## src/rtl/apb_prio_intc_pkg.sv

```systemverilog
// rtl/apb_prio_intc_pkg.sv - shared state type and register-map helpers for apb_prio_intc
package intc_pkg;

  typedef enum logic [1:0] {IDLE, ARB, WAIT} state_t;

  localparam int CFG_BASE = 0;

  function automatic int thresh_addr(input int num_src);
    return CFG_BASE + num_src;
  endfunction

  function automatic int en_bit(input int prio_w);
    return prio_w;
  endfunction

endpackage

```

## src/rtl/apb_prio_intc_if.sv

```systemverilog
// rtl/apb_prio_intc_if.sv - APB register bus bundle for apb_prio_intc
interface apb_prio_intc_if #(
  parameter int ADDR_W = 5,
  parameter int DATA_W = 5
) ();
  logic              psel;
  logic              penable;
  logic              pwrite;
  logic [ADDR_W-1:0] paddr;
  logic [DATA_W-1:0] pwdata;
  logic [DATA_W-1:0] prdata;
  logic              pready;
  logic              perror;

  modport master (
    output psel, penable, pwrite, paddr, pwdata,
    input  prdata, pready, perror
  );

  modport slave (
    input  psel, penable, pwrite, paddr, pwdata,
    output prdata, pready, perror
  );
endinterface

```

## src/rtl/apb_prio_intc_prio_arbiter.sv

```systemverilog
// rtl/apb_prio_intc_prio_arbiter.sv - combinational max-priority picker, lowest index wins ties
module prio_arbiter #(
  parameter int NUM_SRC = 16,
  parameter int PRIO_W  = 4,
  parameter int IDX_W   = $clog2(NUM_SRC)
) (
  input  logic [NUM_SRC-1:0]        elig_i,
  input  logic [NUM_SRC*PRIO_W-1:0] prio_i,
  output logic                      any_o,
  output logic [IDX_W-1:0]          win_idx_o
);

  logic [PRIO_W-1:0] best;

  // Strict compare while scanning upward keeps the lowest index on equal priority.
  always_comb begin
    any_o     = 1'b0;
    win_idx_o = '0;
    best      = '0;
    for (int i = 0; i < NUM_SRC; i++) begin
      if (elig_i[i] && (!any_o || prio_i[i*PRIO_W +: PRIO_W] > best)) begin
        any_o     = 1'b1;
        best      = prio_i[i*PRIO_W +: PRIO_W];
        win_idx_o = IDX_W'(i);
      end
    end
  end

endmodule

```

## src/rtl/apb_prio_intc.sv

```systemverilog
// rtl/apb_prio_intc.sv - APB-programmable priority interrupt controller with valid/serviced grant handshake
module apb_prio_intc
  import intc_pkg::*;
#(
  parameter int NUM_SRC = 16,
  parameter int PRIO_W  = 4,
  parameter int IDX_W   = $clog2(NUM_SRC),
  parameter int ADDR_W  = IDX_W + 1
) (
  input  logic               pclk,
  input  logic               prst,
  apb_prio_intc_if.slave     apb,
  input  logic [NUM_SRC-1:0] intr_active_i,
  output logic               intr_valid_o,
  output logic [IDX_W-1:0]   intr_id_o,
  input  logic               intr_serviced_i
);

  localparam int                EN       = en_bit(PRIO_W);
  localparam logic [ADDR_W-1:0] THRESH_A = ADDR_W'(thresh_addr(NUM_SRC));

  logic [NUM_SRC-1:0]        cfg_en;
  logic [PRIO_W-1:0]         cfg_prio [NUM_SRC];
  logic [PRIO_W-1:0]         thresh;
  logic                      access, is_cfg, is_thr, legal;
  logic [IDX_W-1:0]          cfg_idx;
  logic [NUM_SRC-1:0]        elig;
  logic [NUM_SRC*PRIO_W-1:0] prio_flat;
  logic                      any;
  logic [IDX_W-1:0]          win_idx;
  state_t                    state, state_n;
  logic                      valid_n;
  logic [IDX_W-1:0]          id_n;

  assign access  = apb.psel & apb.penable;
  assign is_cfg  = apb.paddr < THRESH_A;
  assign is_thr  = apb.paddr == THRESH_A;
  assign legal   = is_cfg | is_thr;
  assign cfg_idx = apb.paddr[IDX_W-1:0];

  assign apb.pready = access & ~prst;
  assign apb.perror = access & ~legal & ~prst;

  always_comb begin
    apb.prdata = '0;
    if (!prst && access) begin
      if (is_cfg)      apb.prdata = {cfg_en[cfg_idx], cfg_prio[cfg_idx]};
      else if (is_thr) apb.prdata = {1'b0, thresh};
    end
  end

  always_ff @(posedge pclk) begin
    if (prst) begin
      cfg_en <= '0;
      for (int i = 0; i < NUM_SRC; i++) cfg_prio[i] <= '0;
      thresh <= '0;
    end else if (access && apb.pwrite) begin
      if (is_cfg) begin
        cfg_en[cfg_idx]   <= apb.pwdata[EN];
        cfg_prio[cfg_idx] <= apb.pwdata[PRIO_W-1:0];
      end else if (is_thr) begin
        thresh <= apb.pwdata[PRIO_W-1:0];
      end
    end
  end

  always_comb begin
    elig      = '0;
    prio_flat = '0;
    for (int i = 0; i < NUM_SRC; i++) begin
      elig[i] = intr_active_i[i] & cfg_en[i] & (cfg_prio[i] > thresh);
      prio_flat[i*PRIO_W +: PRIO_W] = cfg_prio[i];
    end
  end

  prio_arbiter #(.NUM_SRC(NUM_SRC), .PRIO_W(PRIO_W), .IDX_W(IDX_W)) u_arb (
    .elig_i    (elig),
    .prio_i    (prio_flat),
    .any_o     (any),
    .win_idx_o (win_idx)
  );

  always_ff @(posedge pclk) begin
    if (prst) begin
      state        <= IDLE;
      intr_valid_o <= 1'b0;
      intr_id_o    <= '0;
    end else begin
      state        <= state_n;
      intr_valid_o <= valid_n;
      intr_id_o    <= id_n;
    end
  end

  // WAIT ignores requests and register writes so the presented grant never shifts under the handler.
  always_comb begin
    state_n = state;
    valid_n = intr_valid_o;
    id_n    = intr_id_o;
    case (state)
      IDLE: if (any) state_n = ARB;
      ARB: begin
        if (any) begin
          id_n    = win_idx;
          valid_n = 1'b1;
          state_n = WAIT;
        end else begin
          state_n = IDLE;
        end
      end
      WAIT: begin
        if (intr_serviced_i) begin
          valid_n = 1'b0;
          state_n = any ? ARB : IDLE;
        end
      end
      default: begin
        state_n = IDLE;
        valid_n = 1'b0;
      end
    endcase
  end

endmodule

```

## src/flat_wrapper.sv

```systemverilog
// flat-port wrapper written by rule: the top's interface ports become plain ports
module apb_prio_intc_flat import intc_pkg::*;
#(
  parameter int NUM_SRC = 16,
  parameter int PRIO_W  = 4,
  parameter int IDX_W   = $clog2(NUM_SRC),
  parameter int ADDR_W  = IDX_W + 1
)
  (pclk, prst, intr_active_i, intr_valid_o, intr_id_o, intr_serviced_i, apb_psel, apb_penable, apb_pwrite, apb_paddr, apb_pwdata, apb_prdata, apb_pready, apb_perror);
  apb_prio_intc_if #(.ADDR_W(ADDR_W), .DATA_W(5)) apb_i ();
  input  logic pclk;
  input  logic prst;
  input  logic [NUM_SRC-1:0] intr_active_i;
  output logic intr_valid_o;
  output logic [IDX_W-1:0] intr_id_o;
  input  logic intr_serviced_i;
  input wire logic [$bits(apb_i.psel)-1:0] apb_psel;
  input wire logic [$bits(apb_i.penable)-1:0] apb_penable;
  input wire logic [$bits(apb_i.pwrite)-1:0] apb_pwrite;
  input wire logic [$bits(apb_i.paddr)-1:0] apb_paddr;
  input wire logic [$bits(apb_i.pwdata)-1:0] apb_pwdata;
  output wire logic [$bits(apb_i.prdata)-1:0] apb_prdata;
  output wire logic [$bits(apb_i.pready)-1:0] apb_pready;
  output wire logic [$bits(apb_i.perror)-1:0] apb_perror;
  assign apb_i.psel = apb_psel;
  assign apb_i.penable = apb_penable;
  assign apb_i.pwrite = apb_pwrite;
  assign apb_i.paddr = apb_paddr;
  assign apb_i.pwdata = apb_pwdata;
  assign apb_prdata = apb_i.prdata;
  assign apb_pready = apb_i.pready;
  assign apb_perror = apb_i.perror;
  apb_prio_intc #(.NUM_SRC(NUM_SRC), .PRIO_W(PRIO_W), .IDX_W(IDX_W), .ADDR_W(ADDR_W)) u_core (.pclk(pclk), .prst(prst), .apb(apb_i), .intr_active_i(intr_active_i), .intr_valid_o(intr_valid_o), .intr_id_o(intr_id_o), .intr_serviced_i(intr_serviced_i));
endmodule
```

## config.mk

```make
export PLATFORM = sky130hd
export DESIGN_NAME = apb_prio_intc_flat
export DESIGN_NICKNAME = d
export VERILOG_FILES = /design/src/rtl/apb_prio_intc_pkg.sv /design/src/rtl/apb_prio_intc_if.sv /design/src/rtl/apb_prio_intc_prio_arbiter.sv /design/src/rtl/apb_prio_intc.sv /design/src/flat_wrapper.sv
export SDC_FILE = /design/constraint.sdc
export NUM_CORES = 1
export LEC_CHECK = 0
export BUFFER_PORTS_ARGS = -buffer_cell sky130_fd_sc_hd__buf_4
export CAP_MARGIN = 15
export CORE_ASPECT_RATIO = 1.5
export CORE_UTILIZATION = 46
export CTS_CLUSTER_SIZE = 20
export DETAILED_ROUTE_END_ITERATION = 12
export GPL_TIMING_DRIVEN = 0
export PLACE_DENSITY = 0.73
export SYNTH_ARGS = -nofsm -noshare
export SYNTH_HDL_FRONTEND = slang
export SYNTH_SLANG_ARGS = --single-unit
```

## constraint.sdc

```tcl
create_clock -name pclk -period 28.4 [get_ports pclk]
set_clock_uncertainty 0.05 [all_clocks]
set_input_delay 2.84 -clock pclk [delete_from_list [all_inputs] [get_ports pclk]]
set_output_delay 2.84 -clock pclk [all_outputs]
set_load 0.02 [all_outputs]
```

==> Word-level counts from Yosys, hierarchy flattened <==
Memory sizes are Yosys's and may differ from the RTL's.
Cells that the tools add are included.
{ "word_totals": {"memories": 1, "ram_bits": 64, "input_bits": 32, "elab_cells": 214, "register_bits": 27} }
{ "mem_list": {"columns": ["memory", "depth", "width", "rd", "rd_clocked_by_memory_dff", "wr", "line", "text"], "rows": [
  ["u_core.cfg_prio", 16, 4, 17, 0, 16, "apb_prio_intc.sv:23", "logic [PRIO_W-1:0] cfg_prio [NUM_SRC];"]
]} }
{ "classes": {"eq_ne": 6, "n_reduce_logical": 56, "bitwise": 41, "mux": 71, "n_lt_le_gt_ge": 34} }
{ "op_table": {"columns": ["cell", "n"], "rows": [
  ["$mux 4", 32],
  ["$gt 4x4->1", 31],
  ["$and 1x1->1", 36],
  ["$mux 1", 29],
  ["$logic_and 1x1->1", 18],
  ["$bwmux 16", 1],
  ["$logic_not 1->1", 16],
  ["$logic_or 1x1->1", 15],
  ["$mux 5", 2],
  ["$mux 2", 3],
  ["$pmux 2 s3", 1],
  ["$reduce_and 2->1", 3],
  ["$reduce_and 3->1", 2],
  ["$eq 5x5->1 const B", 1],
  ["$lt 4x5->1 const B", 1],
  ["$lt 5x5->1 const B", 1],
  ["$bmux 1 s4", 1],
  ["$demux 1 s4", 1],
  ["$ge 4x1->1 const B", 1],
  ["$ne 2x1->1 const B", 2],
  ["$not 1->1", 4],
  ["$reduce_or 4->1", 1],
  ["$pmux 1 s3", 1],
  ["$eq 2x1->1 const B", 1],
  ["4 further kinds", 4]
]} }

==> Longest topological paths before layout <==
Gate-level depths: netlist of run 1.
An unclocked memory read counts as a cell.
{ "depth": {"word_depth": 67, "ltp_mapped": 139, "mapped_depth_nobuf": 132} }

==> Modules after synthesis <==
From an unflattened synthesis of run 1, not the netlist that was laid out.
{ "hier_totals": {"hier_cells": 974, "area_unflattened_um2": 8966.1} }
{ "modules_own_cells": {"columns": ["mod", "seq_area_each_um2", "cells_each", "area_each_um2", "instances"], "rows": [
  ["apb_prio_intc", 2462.4, 534, 5788.1, 1],
  ["prio_arbiter", 0.0, 440, 3178.0, 1]
]} }

==> Least setup slack after synthesis of run 1 <==
Ideal clock, no wire load.
{ "synth_timing": {"kind": "input to register", "start": "in intr_active_i[0]", "end": "reg u_core.intr_id_o[2]", "slack_ns": 3.568, "path_buffers": 6, "stages": 122, "t_arrival_ns": 24.643, "setup_ns": 0.139, "path_cell_list": "nand3_1 -> a21oi_1 -> nand2_1 -> ha_1 -> nor2b_1 -> o211ai_1 -> a21oi_1 -> a21oi_1 -> a22oi_1 -> ha_1 -> nor2b_1 -> o21a_1 -> nor3_1 -> o22ai_1 -> and2_1 -> mux2_2 -> ha_1 -> a21oi_1 -> [86 not listed] -> ha_1 -> nor2b_1 -> o21ai_0 -> nand2b_1 -> a21oi_1 -> a41o_1 -> a21oi_1 -> a21oi_1 -> o2bb2ai_1 -> ha_1 -> nor2b_1 -> o21ai_0 -> nand2b_1 -> a21oi_1 -> nor3_1 -> nor4_1 -> nor4b_1 -> a211oi_1"} }
{ "synth_between": {"elab_chain_cells": 64, "elab_cells_between_ends": 107, "cone_classes": "15 x order compare; 44 x mux; 2 x bitwise; 46 x reduce/logical"} }
{ "synth_rtl": {"columns": ["item", "line", "text"], "rows": [
  ["start: declaration", "flat_wrapper.sv:13", "input logic [NUM_SRC-1:0] intr_active_i;"],
  ["$and 1x1->1 (*) (2 in a row)", "apb_prio_intc.sv:71", "elig[i] = intr_active_i[i] & cfg_en[i] & (cfg_prio[i] > thresh);"],
  ["$mux 4 / $mux 1 (equally long branches)", "apb_prio_intc_prio_arbiter.sv:21", "if (elig_i[i] && (!any_o || prio_i[i*PRIO_W +: PRIO_W] > best)) begin"],
  ["$gt 4x4->1 / $logic_not 1->1 (equally long branches)", "apb_prio_intc_prio_arbiter.sv:21", null],
  ["$logic_or 1x1->1", "apb_prio_intc_prio_arbiter.sv:21", null],
  ["$logic_and 1x1->1", "apb_prio_intc_prio_arbiter.sv:21", null],
  ["$mux 4 / $mux 1 (equally long branches)", "apb_prio_intc_prio_arbiter.sv:21", null],
  ["$gt 4x4->1 / $logic_not 1->1 (equally long branches)", "apb_prio_intc_prio_arbiter.sv:21", null],
  ["$logic_or 1x1->1", "apb_prio_intc_prio_arbiter.sv:21", null],
  ["[47 not listed]", null, null],
  ["$logic_or 1x1->1", "apb_prio_intc_prio_arbiter.sv:21", null],
  ["$logic_and 1x1->1", "apb_prio_intc_prio_arbiter.sv:21", null],
  ["$mux 4 / $mux 1 (equally long branches)", "apb_prio_intc_prio_arbiter.sv:21", null],
  ["$gt 4x4->1 / $logic_not 1->1 (equally long branches)", "apb_prio_intc_prio_arbiter.sv:21", null],
  ["$logic_or 1x1->1", "apb_prio_intc_prio_arbiter.sv:21", null],
  ["$logic_and 1x1->1", "apb_prio_intc_prio_arbiter.sv:21", null],
  ["$mux 1", "apb_prio_intc_prio_arbiter.sv:21", null],
  ["$reduce_and 2->1 (no source line)", null, null],
  ["end signal: assignment", "apb_prio_intc.sv:91", "intr_id_o <= id_n;"],
  ["end: declaration", "apb_prio_intc.sv:15", "output logic [IDX_W-1:0] intr_id_o,"]
]} }
Mark *: on every way between the ends. The rest lies on a longest branch, timed or not.
A chain may end at the register's enable or synchronous reset.

==> Final worst setup path of run 1 <==
{ "layout_timing": {"start": "in intr_active_i[0]", "end": "reg u_core.intr_id_o[3]"} }
Same word-level chain as after synthesis.

==> results.cfg, run 1 <==
[status]
run_status = finished clean

[global_route]
grt_usage_pct = 26.8
grt_first_pass_wirelength_um = 39500
first_global_vias = 7550
global_route.overflow_total = 0
grt_start_max_net_pins = 19
grt_antenna_before_repair = 0

[cts]
tritoncts = done
htreeDepth = 3
path_clk_slew_ns = 0.07
cts_buffers = 9
tritoncts_num_sinks = 91
postCtsHoldBufs = 0
buffer_cell_driving_the_clock_tree_root = clkbuf_16
clockBufferDepth = 2
clock_latency_ns = 0.35

[synth]
synth_common_cells = 117 x ha_1, 72 x and2_1, 67 x inv_1
synth_cell_type_count = 78
synth.cell_area_um2 = 8630
syn_avg_cell_area_um2 = 9.30
synth_nets = 1077
synth_enable_flop_cells = 64
synth_most_common_cell = ha_1
synth.top_cells.by_area = edfxtp_1 22%, ha_1 17%, mux4_2 6.5%, dfxtp_1 6.3%, and2_1 5.2%
async_flop_share_pct = 0
synth_cells = 928
synth-seq-cells = 91
top_area_cell_type_share_of_the_netlist_area_pct = 22.3
yosysSeqAreaShare_pct = 28.5
synth_warnings = 0
synth.largest_area_cell = edfxtp_1
ys.flop_type = edfxtp_1

[drt]
firstDrtPassIters = 5
via_count_of_the_routed_design = 7668
postRouteWirelength_um = 25200
drt_iter0_markers = 474
wl_per_cell_um = 20.3
routed_via_density = 6.18
drcViolationCount = 0
route.antenna.remaining_nets = 0

[worst_setup_path]
worstPathArrival_ns = 26.79
critical_path.reg2reg.startpoint = u_core.thresh[0]
timing.critical_path.to_type = flop
cp_slowest_stage_delay_ns = 0.54
cp_max_fo = 10
cp-startpoint = intr_active_i[0]
path_common_cell = ha_1
critical-path-slowest-cell = o41a_1
worst_r2r_path_depth = 128
timing.reg2reg.setup_slack_ns = 2.71
critical_path_start_type = input pin
critPathKind = input pin to flop
worstPathRequired_ns = 28.55
critical_path.reg2reg.endpoint = u_core.intr_id_o[3]

[floorplan]
floorplan.io_pins = 44
initial_utilization_pct = 46.7
floorplan.rows = 61
dieWidth_um = 114
die_h_um = 170
floorplan.core_area_um2 = 18500
floorplan.die_area_um2 = 19300

[worst_hold_path]
hold_path_startpoint = u_core.state[0]
hold_end = u_core.state[0]
min-delay-path-class = flop to flop
hold-path-cell-count = 1

[timing]
maxSlewViolCount = 0
worstMarginPinSlew_ns = 1.18
report.final.hold_viol_count = 0
setup_tns_ns = 0
setup-violations-final = 0
timing.fmax_ghz = 0.0375
worst_slew_margin_rel_pct = 20.9
finalCritPeriodShare_pct = 93.8
min_period_ns = 26.64

[power_and_ir_drop]
p_sw_uw = 91.6
power_density_relative_to_cell_area_nw_per_um2 = 34.9
totalPowerFinal_uw = 340
p_int_uw = 249
max_rail_drop_vdd_mv = 0.0414
seq_power_share_pct = 45.3
swShare_pct = 26.9
pwr-share-clk_pct = 39.9
pwr-share-comb_pct = 14.8
p_leak_nw = 3.84

[placed_design]
global_placer_s_final_weighted_congestion = 0.935
port_buffers = 40
place_hpwl_um = 19500

[layout]
drive_gt1_share_pct = 13.4
numnets_final = 1132
ant_diodes = 0
flow.area_growth_from_synthesis_pct = 12.9

[job]
drv_cap = 0
==> through the flow <==
stage / hold WS, ns / instance area [um^2] / utilization (%) / setup slack, ns / instances
floorplan: 0.366 / 8630 / - / 3.57 / 928
global placement: 0.382 / 9250 / 50.1 / 0.234 / 1220
detailed placement: 0.406 / 9250 / 50.1 / -0.134 / 1220
CTS: 0.416 / 9580 / 51.9 / 0.0951 / 1236
global route: 0.462 / 9750 / 52.8 / -0.0761 / 1240
finish: 0.410 / 9750 / 52.8 / 1.76 / 1240
==> layout make-up <==
| cell class | count | area, um^2 |
|---|---|---|
| flip-flops and latches | 91 | 2460 |
| multi-input cells | 743 | 5930 |
| plain buffers | 27 | 116 |
| well taps | 252 | 315 |
| repair buffers | 44 | 330 |
| clock buffers | 9 | 225 |
| fillers | 1747 | 8720 |
| clock inverters | 7 | 111 |
| inverters | 67 | 251 |
==> routing by layer <==
metal	vias to the layer above	GRT usage, %	part of all wire [%]
li1	3633	-	-
met1	3672	30.7	38
met2	284	48.3	51
met3	79	4.21	6.5
met4	0	13.1	4.5
met5	-	0	0
==> sequential cells by signal, summed over array words and instances, names as in the netlist <==
name and count:
u_core.thresh 4, u_core.cfg_en 16, u_core.cfg_prio 64, u_core.state 2
u_core.intr_valid_o 1, u_core.intr_id_o 4
==> cells by family (layout without fill, tap and decap cells) <==
family                   after synthesis  in the layout  synth area share, %
AO/OA/AOI/OAI                        259            259                 21.3
flip-flops                            91             91                 28.5
multiplexers                          40             40                 8.35
adder cells (fa/ha/maj)              118            118                 17.1
buffers and inverters                 94            154                 4.19
AND/OR/NAND/NOR                      326            326                 20.6
==> timing repair <==
action	in CTS	in global routing
hold endpoints to repair	0	0
endpoints found under the setup margin	0	4
setup buffers	0	4
gates resized for setup	0	33
==> worst max-delay path: cells and delay by family <==
kind / cells / cell delay, ns
buffers and inverters: 10 / 1.38
AO/OA/AOI/OAI: 66 / 12.22
adder cells (fa/ha/maj): 15 / 4.55
multiplexers: 3 / 1.04
AND/OR/NAND/NOR: 33 / 4.75
==> worst max path at each step <==
| stage | to | slack [ns] |
|---|---|---|
| final | u_core.intr_id_o[3] | 1.76 |
| after global routing | u_core.intr_id_o[3] | -0.08 |
| after CTS | u_core.intr_id_o[3] | 0.1 |
| after detailed placement | u_core.intr_id_o[3] | -0.13 |
| after global placement | u_core.intr_id_o[3] | 0.23 |
| after floorplan | u_core.intr_id_o[2] | 3.57 |
==> power groups by stage <==
stage	combinational, mW	sequential (mW)	clock, mW
6_report	0.0503	0.154	0.136
5_1_grt	0.0560	0.155	0.141
4_1_cts	0.0491	0.154	0.136
3_5_place_dp	0.0485	0.157	0
3_3_place_gp	0.0472	0.157	0
2_1_floorplan	0.0337	0.153	0
==> cells in the final DEF (no fill, tap or decap), types with 26 or more instances in the layout <==
cell,count
buf_4,45
dfxtp_1,27
and2_1,72
nor2b_1,29
nor2_1,42
nand2_1,59
inv_1,67
o21a_1,26
a21o_1,26
nand3_1,27
ha_1,117
o21ai_0,43
edfxtp_1,64
a21oi_1,48
No activity file was read; power rests on OpenSTA's default activity.
==> run 2, diff against run 1 <==
CORE_UTILIZATION = 60   (was 46)
PLACE_DENSITY = 0.88   (was 0.73)
==> results.cfg, run 2 (synthesized netlist as in run 1, its figures left out) <==
[status]
run_status = finished clean

[drt]
postRouteWirelength_um = 25300
firstDrtPassIters = 5
met2_length_um = 12600
wl_per_cell_um = 21.5
via_count_of_the_routed_design = 8112
highest-signal-layer = met4
routed-wl-met3_um = 2020
met1_length_um = 9120
drcViolationCount = 0
route.antenna.remaining_nets = 0
routed_via_density = 6.87
drt_iter0_markers = 792

[floorplan]
die_h_um = 149
floorplan.die_area_um2 = 14900
floorplan.core_area_um2 = 14100
floorplan.io_pins = 44
initial_utilization_pct = 61.4
floorplan.rows = 53
dieWidth_um = 99.9

[global_route]
grt_start_max_net_pins = 19
first_global_vias = 7736
grt_first_pass_wirelength_um = 39700
grt_antenna_before_repair = 0
global_route.overflow_total = 0
grt_usage_pct = 34.8

[timing]
maxSlewViolCount = 0
min_period_ns = 26.93
report.final.hold_viol_count = 0
final_critical_path_setup_slack_ns = 1.47
setup_tns_ns = 0
worst_slew_margin_rel_pct = 25.9
timing.fmax_ghz = 0.0371
finalCritPeriodShare_pct = 94.8
worstMarginPinSlew_ns = 1.11
setup-violations-final = 0

[worst_setup_path]
worstPathRequired_ns = 28.54
critical-path-slowest-cell = o41a_1
buffering_stage_count_on_the_worst_path_with_inverters_included = 10
worstPathArrival_ns = 27.07
cp_slowest_stage_delay_ns = 0.54
cpLargestDelayFamily = compound AO/OA/AOI/OAI gates
timing.critical_path.to_type = flop
critical_path_start_type = input pin
critPathKind = input pin to flop
timing.reg2reg.setup_slack_ns = 2.49
cp_max_fo = 10
path_common_cell = ha_1

[power_and_ir_drop]
power_density_relative_to_cell_area_nw_per_um2 = 34.1
swShare_pct = 27.2
p_int_uw = 239
p_sw_uw = 89.1
p_leak_nw = 3.83
pwr-share-comb_pct = 15.4
seq_power_share_pct = 47.0
max_rail_drop_vdd_mv = 0.0387
pwr-share-clk_pct = 37.5
totalPowerFinal_uw = 328

[layout]
largest_reg_flops = 64
numnets_final = 1133
layout.cells.non_filler = 1181
finalCoreUtilization_pct = 68.5
drive_gt1_share_pct = 13.3
leading_cell_type_in_the_layout_fill_and_taps_excluded = ha_1
mostFrequentLayoutCells = 117 x ha_1, 72 x and2_1, 67 x inv_1, 64 x edfxtp_1, 59 x nand2_1
registers.top_by_ff_count = u_core.cfg_prio
n_fill_cell = 1101
reg.largest.list = u_core.cfg_prio x64, u_core.cfg_en x16
flow.area_growth_from_synthesis_pct = 11.6
ant_diodes = 0

[cts]
clock_latency_ns = 0.35
path_clk_slew_ns = 0.06
postCtsHoldBufs = 0
cts_buffers = 9
clockBufferDepth = 2
tritoncts_num_sinks = 91
buffer_cell_driving_the_clock_tree_root = clkbuf_16
htreeDepth = 3
tritoncts = done

[job]
drv_cap = 0

[worst_hold_path]
min-delay-path-class = flop to flop

[placed_design]
place_ws_ns = -0.241
dpl.cell_count = 1160
port_buffers = 40
global_placer_s_final_weighted_congestion = 0.963
place_hpwl_um = 18900
-- run 2: cell types whose count changed in the layout (fill, tap and decap cells not counted), moves of 2 or more --
cell     previous run  this run
buf_4              45        47
o21ai_1             4         6
inv_8               3         1
o21ai_0            43        41
-- run 2: worst reg2reg max path: cells and delay by family (launching register included) --
kind,cells,cell delay (ns)
multiplexers,3,1.16
AND/OR/NAND/NOR,35,5.23
AO/OA/AOI/OAI,64,11.95
flip-flops,1,0.33
buffers and inverters,10,2.06
adder cells (fa/ha/maj),16,4.98
-- run 2: layer usage --
layer  global-route usage (%)  up-vias
met4                     21.2        0
met2                     59.6      511
met3                     4.78      122
met5                        0        -
li1                         -     3650
met1                     41.1     3829
-- run 2: power by group through the flow --
| stage | Clock, mW | Combinational, mW | Sequential, mW |
|---|---|---|---|
| after floorplan | 0 | 0.0337 | 0.153 |
| after global placement | 0 | 0.0461 | 0.157 |
| after detailed placement | 0 | 0.0480 | 0.157 |
| after CTS | 0.122 | 0.0488 | 0.154 |
| after global routing | 0.127 | 0.0558 | 0.155 |
| final | 0.123 | 0.0506 | 0.154 |
-- run 2: layout make-up --
class	count	area, um^2	area share (%)
multi-input cells	743	5920	61.5
flip-flops and latches	91	2460	25.6
repair buffers	46	345	3.58
inverters	67	251	2.61
well taps	192	240	2.49
clock buffers	11	233	2.42
plain buffers	26	113	1.17
clock inverters	5	67.6	0.701
-- run 2: path summary, 6_finish.rpt --
kind                          from                  end  cells after the start
setup / recovery  intr_active_i[0]  u_core.intr_id_o[3]                    126
hold / removal     u_core.state[0]      u_core.state[0]                      1
setup reg to reg  u_core.thresh[3]  u_core.intr_id_o[3]                    128
hold reg to reg    u_core.state[0]      u_core.state[0]                      1
-- run 2: per-stage QoR --
stage	hold WS [ns]	instance area, um^2
2_1_floorplan	0.366	8630
3_3_place_gp	0.379	9170
3_5_place_dp	0.408	9170
4_1_cts	0.418	9470
5_1_grt	0.458	9640
6_report	0.428	9640
-- run 2: what timing repair did --
item,4_1_cts,5_1_grt
hold endpoints to repair,0,0
setup buffers,0,6
setup endpoints to repair,0,4
gates resized for setup,0,34
==> run 3, diff against run 2 <==
CORE_UTILIZATION = 40   (was 60)
PLACE_DENSITY = 0.66   (was 0.88)
REMOVE_ABC_BUFFERS = 1   (was default)
clock period = 30.9 ns   (was 28.4 ns; I/O delays follow)
==> results.cfg, run 3 (synthesized netlist as in run 1, its figures left out) <==
[drt]
via_count_of_the_routed_design = 7461
drcViolationCount = 0
routed_via_density = 6.07
wl_per_cell_um = 20.6
drt_iter0_markers = 363
route.antenna.remaining_nets = 0
firstDrtPassIters = 5
postRouteWirelength_um = 25300

[cts]
htreeDepth = 3
buffer_cell_driving_the_clock_tree_root = clkbuf_16
clock_latency_ns = 0.35
tritoncts_num_sinks = 91
clockBufferDepth = 2
cts_setup_buffers = 0
postCtsHoldBufs = 0
cts_buffers = 9
path_clk_slew_ns = 0.06
tritoncts = done
cts_repair_resized_insts = 0

[global_route]
grt_usage_pct = 23.9
grt_start_max_net_pins = 42
grt_antenna_before_repair = 0
grt_first_pass_wirelength_um = 40100
global_route.overflow_total = 0
first_global_vias = 7527

[worst_setup_path]
worstPathRequired_ns = 31.06
critical_path.reg2reg.startpoint = u_core.thresh[2]
cp_max_fo = 10
path_common_cell = ha_1
cp_slowest_stage_delay_ns = 0.69
critical_path_start_type = input pin
timing.critical_path.to_type = flop
cp-startpoint = intr_active_i[0]
critPathKind = input pin to flop
critical-path-slowest-cell = a211oi_1
worstPathArrival_ns = 28.85

[layout]
layout.cells.non_filler = 1229
leading_cell_type_in_the_layout_fill_and_taps_excluded = ha_1
finalCoreUtilization_pct = 45.0
seq_area_um2 = 2460
reg.largest.list = u_core.cfg_prio x64, u_core.cfg_en x16
flow.area_growth_from_synthesis_pct = 9.91
numnets_final = 1105
ant_diodes = 0
n_fill_cell = 1997
multi_input_area_um2 = 5810
drive_gt1_share_pct = 11.3
mostFrequentLayoutCells = 117 x ha_1, 72 x and2_1, 67 x inv_1, 64 x edfxtp_1, 59 x nand2_1
largest_reg_flops = 64
registers.top_by_ff_count = u_core.cfg_prio

[timing]
setup-violations-final = 0
timing.fmax_ghz = 0.0349
worst_slew_margin_rel_pct = 19.3
final_critical_path_setup_slack_ns = 2.21
maxSlewViolCount = 0
finalCritPeriodShare_pct = 92.9
worstMarginPinSlew_ns = 1.21
report.final.hold_viol_count = 0
min_period_ns = 28.69
setup_tns_ns = 0
unrepaired_setup_endpoints_after_global_routing = false

[placed_design]
port_buffers = 43
global_placer_s_final_weighted_congestion = 0.923
place_ws_ns = 2.21
dpl.cell_count = 1212
place_hpwl_um = 19700

[floorplan]
floorplan.core_area_um2 = 21100
floorplan.io_pins = 44
initial_utilization_pct = 41.0
dieWidth_um = 122
floorplan.rows = 65
floorplan.die_area_um2 = 22200
die_h_um = 182

[power_and_ir_drop]
p_leak_nw = 3.75
max_rail_drop_vdd_mv = 0.0341
totalPowerFinal_uw = 299
power_density_relative_to_cell_area_nw_per_um2 = 31.5

[job]
drv_cap = 0

[worst_hold_path]
hold_path_startpoint = u_core.state[0]
min-delay-path-class = flop to flop

[status]
run_status = finished clean
==> run 3: cell type report <==
type	count	share of cell area [%]
multi-input cells	743	61.2
clock inverters	5	0.633
repair buffers	44	3.46
flip-flops and latches	91	26.0
clock buffers	11	2.56
inverters	67	2.65
well taps	268	3.53
==> run 3: worst paths after layout <==
check | to | slack, ns | cells past startpoint
max | u_core.intr_id_o[2] | 2.21 | 121
max reg2reg | u_core.intr_id_o[2] | 3.41 | 123
min | u_core.state[0] | 0.42 | 1
min reg2reg | u_core.state[0] | 0.42 | 1
==> run 3: metal layers <==
metal	wire, um	up-vias	global-route usage, %
met3	1040	79	2.83
met2	13500	226	44.5
met5	0	-	0
met4	1400	0	13.5
met1	9350	3572	25.3
li1	-	3584	-
==> run 3: through the flow <==
stage	hold slack [ns]	area, um^2
2_1_floorplan	0.365	8520
3_3_place_gp	0.382	9180
3_5_place_dp	0.408	9180
4_1_cts	0.416	9480
5_1_grt	0.449	9490
6_report	0.416	9490
==> run 3: worst max-delay path: cells and delay by family <==
| family | cells | cell delay, ns |
|---|---|---|
| buffers and inverters | 5 | 0.58 |
| and+or+nand+nor | 32 | 5.52 |
| AOI/OAI and AO/OA | 65 | 13.60 |
| muxes | 4 | 1.62 |
| adders and majority gates | 15 | 4.46 |
==> run 3: power breakdown <==
part	switching, mW	internal [mW]
combinational	0.0248	0.0200
clock	0.0468	0.0654
sequential	0.00719	0.135
total	0.0788	0.220
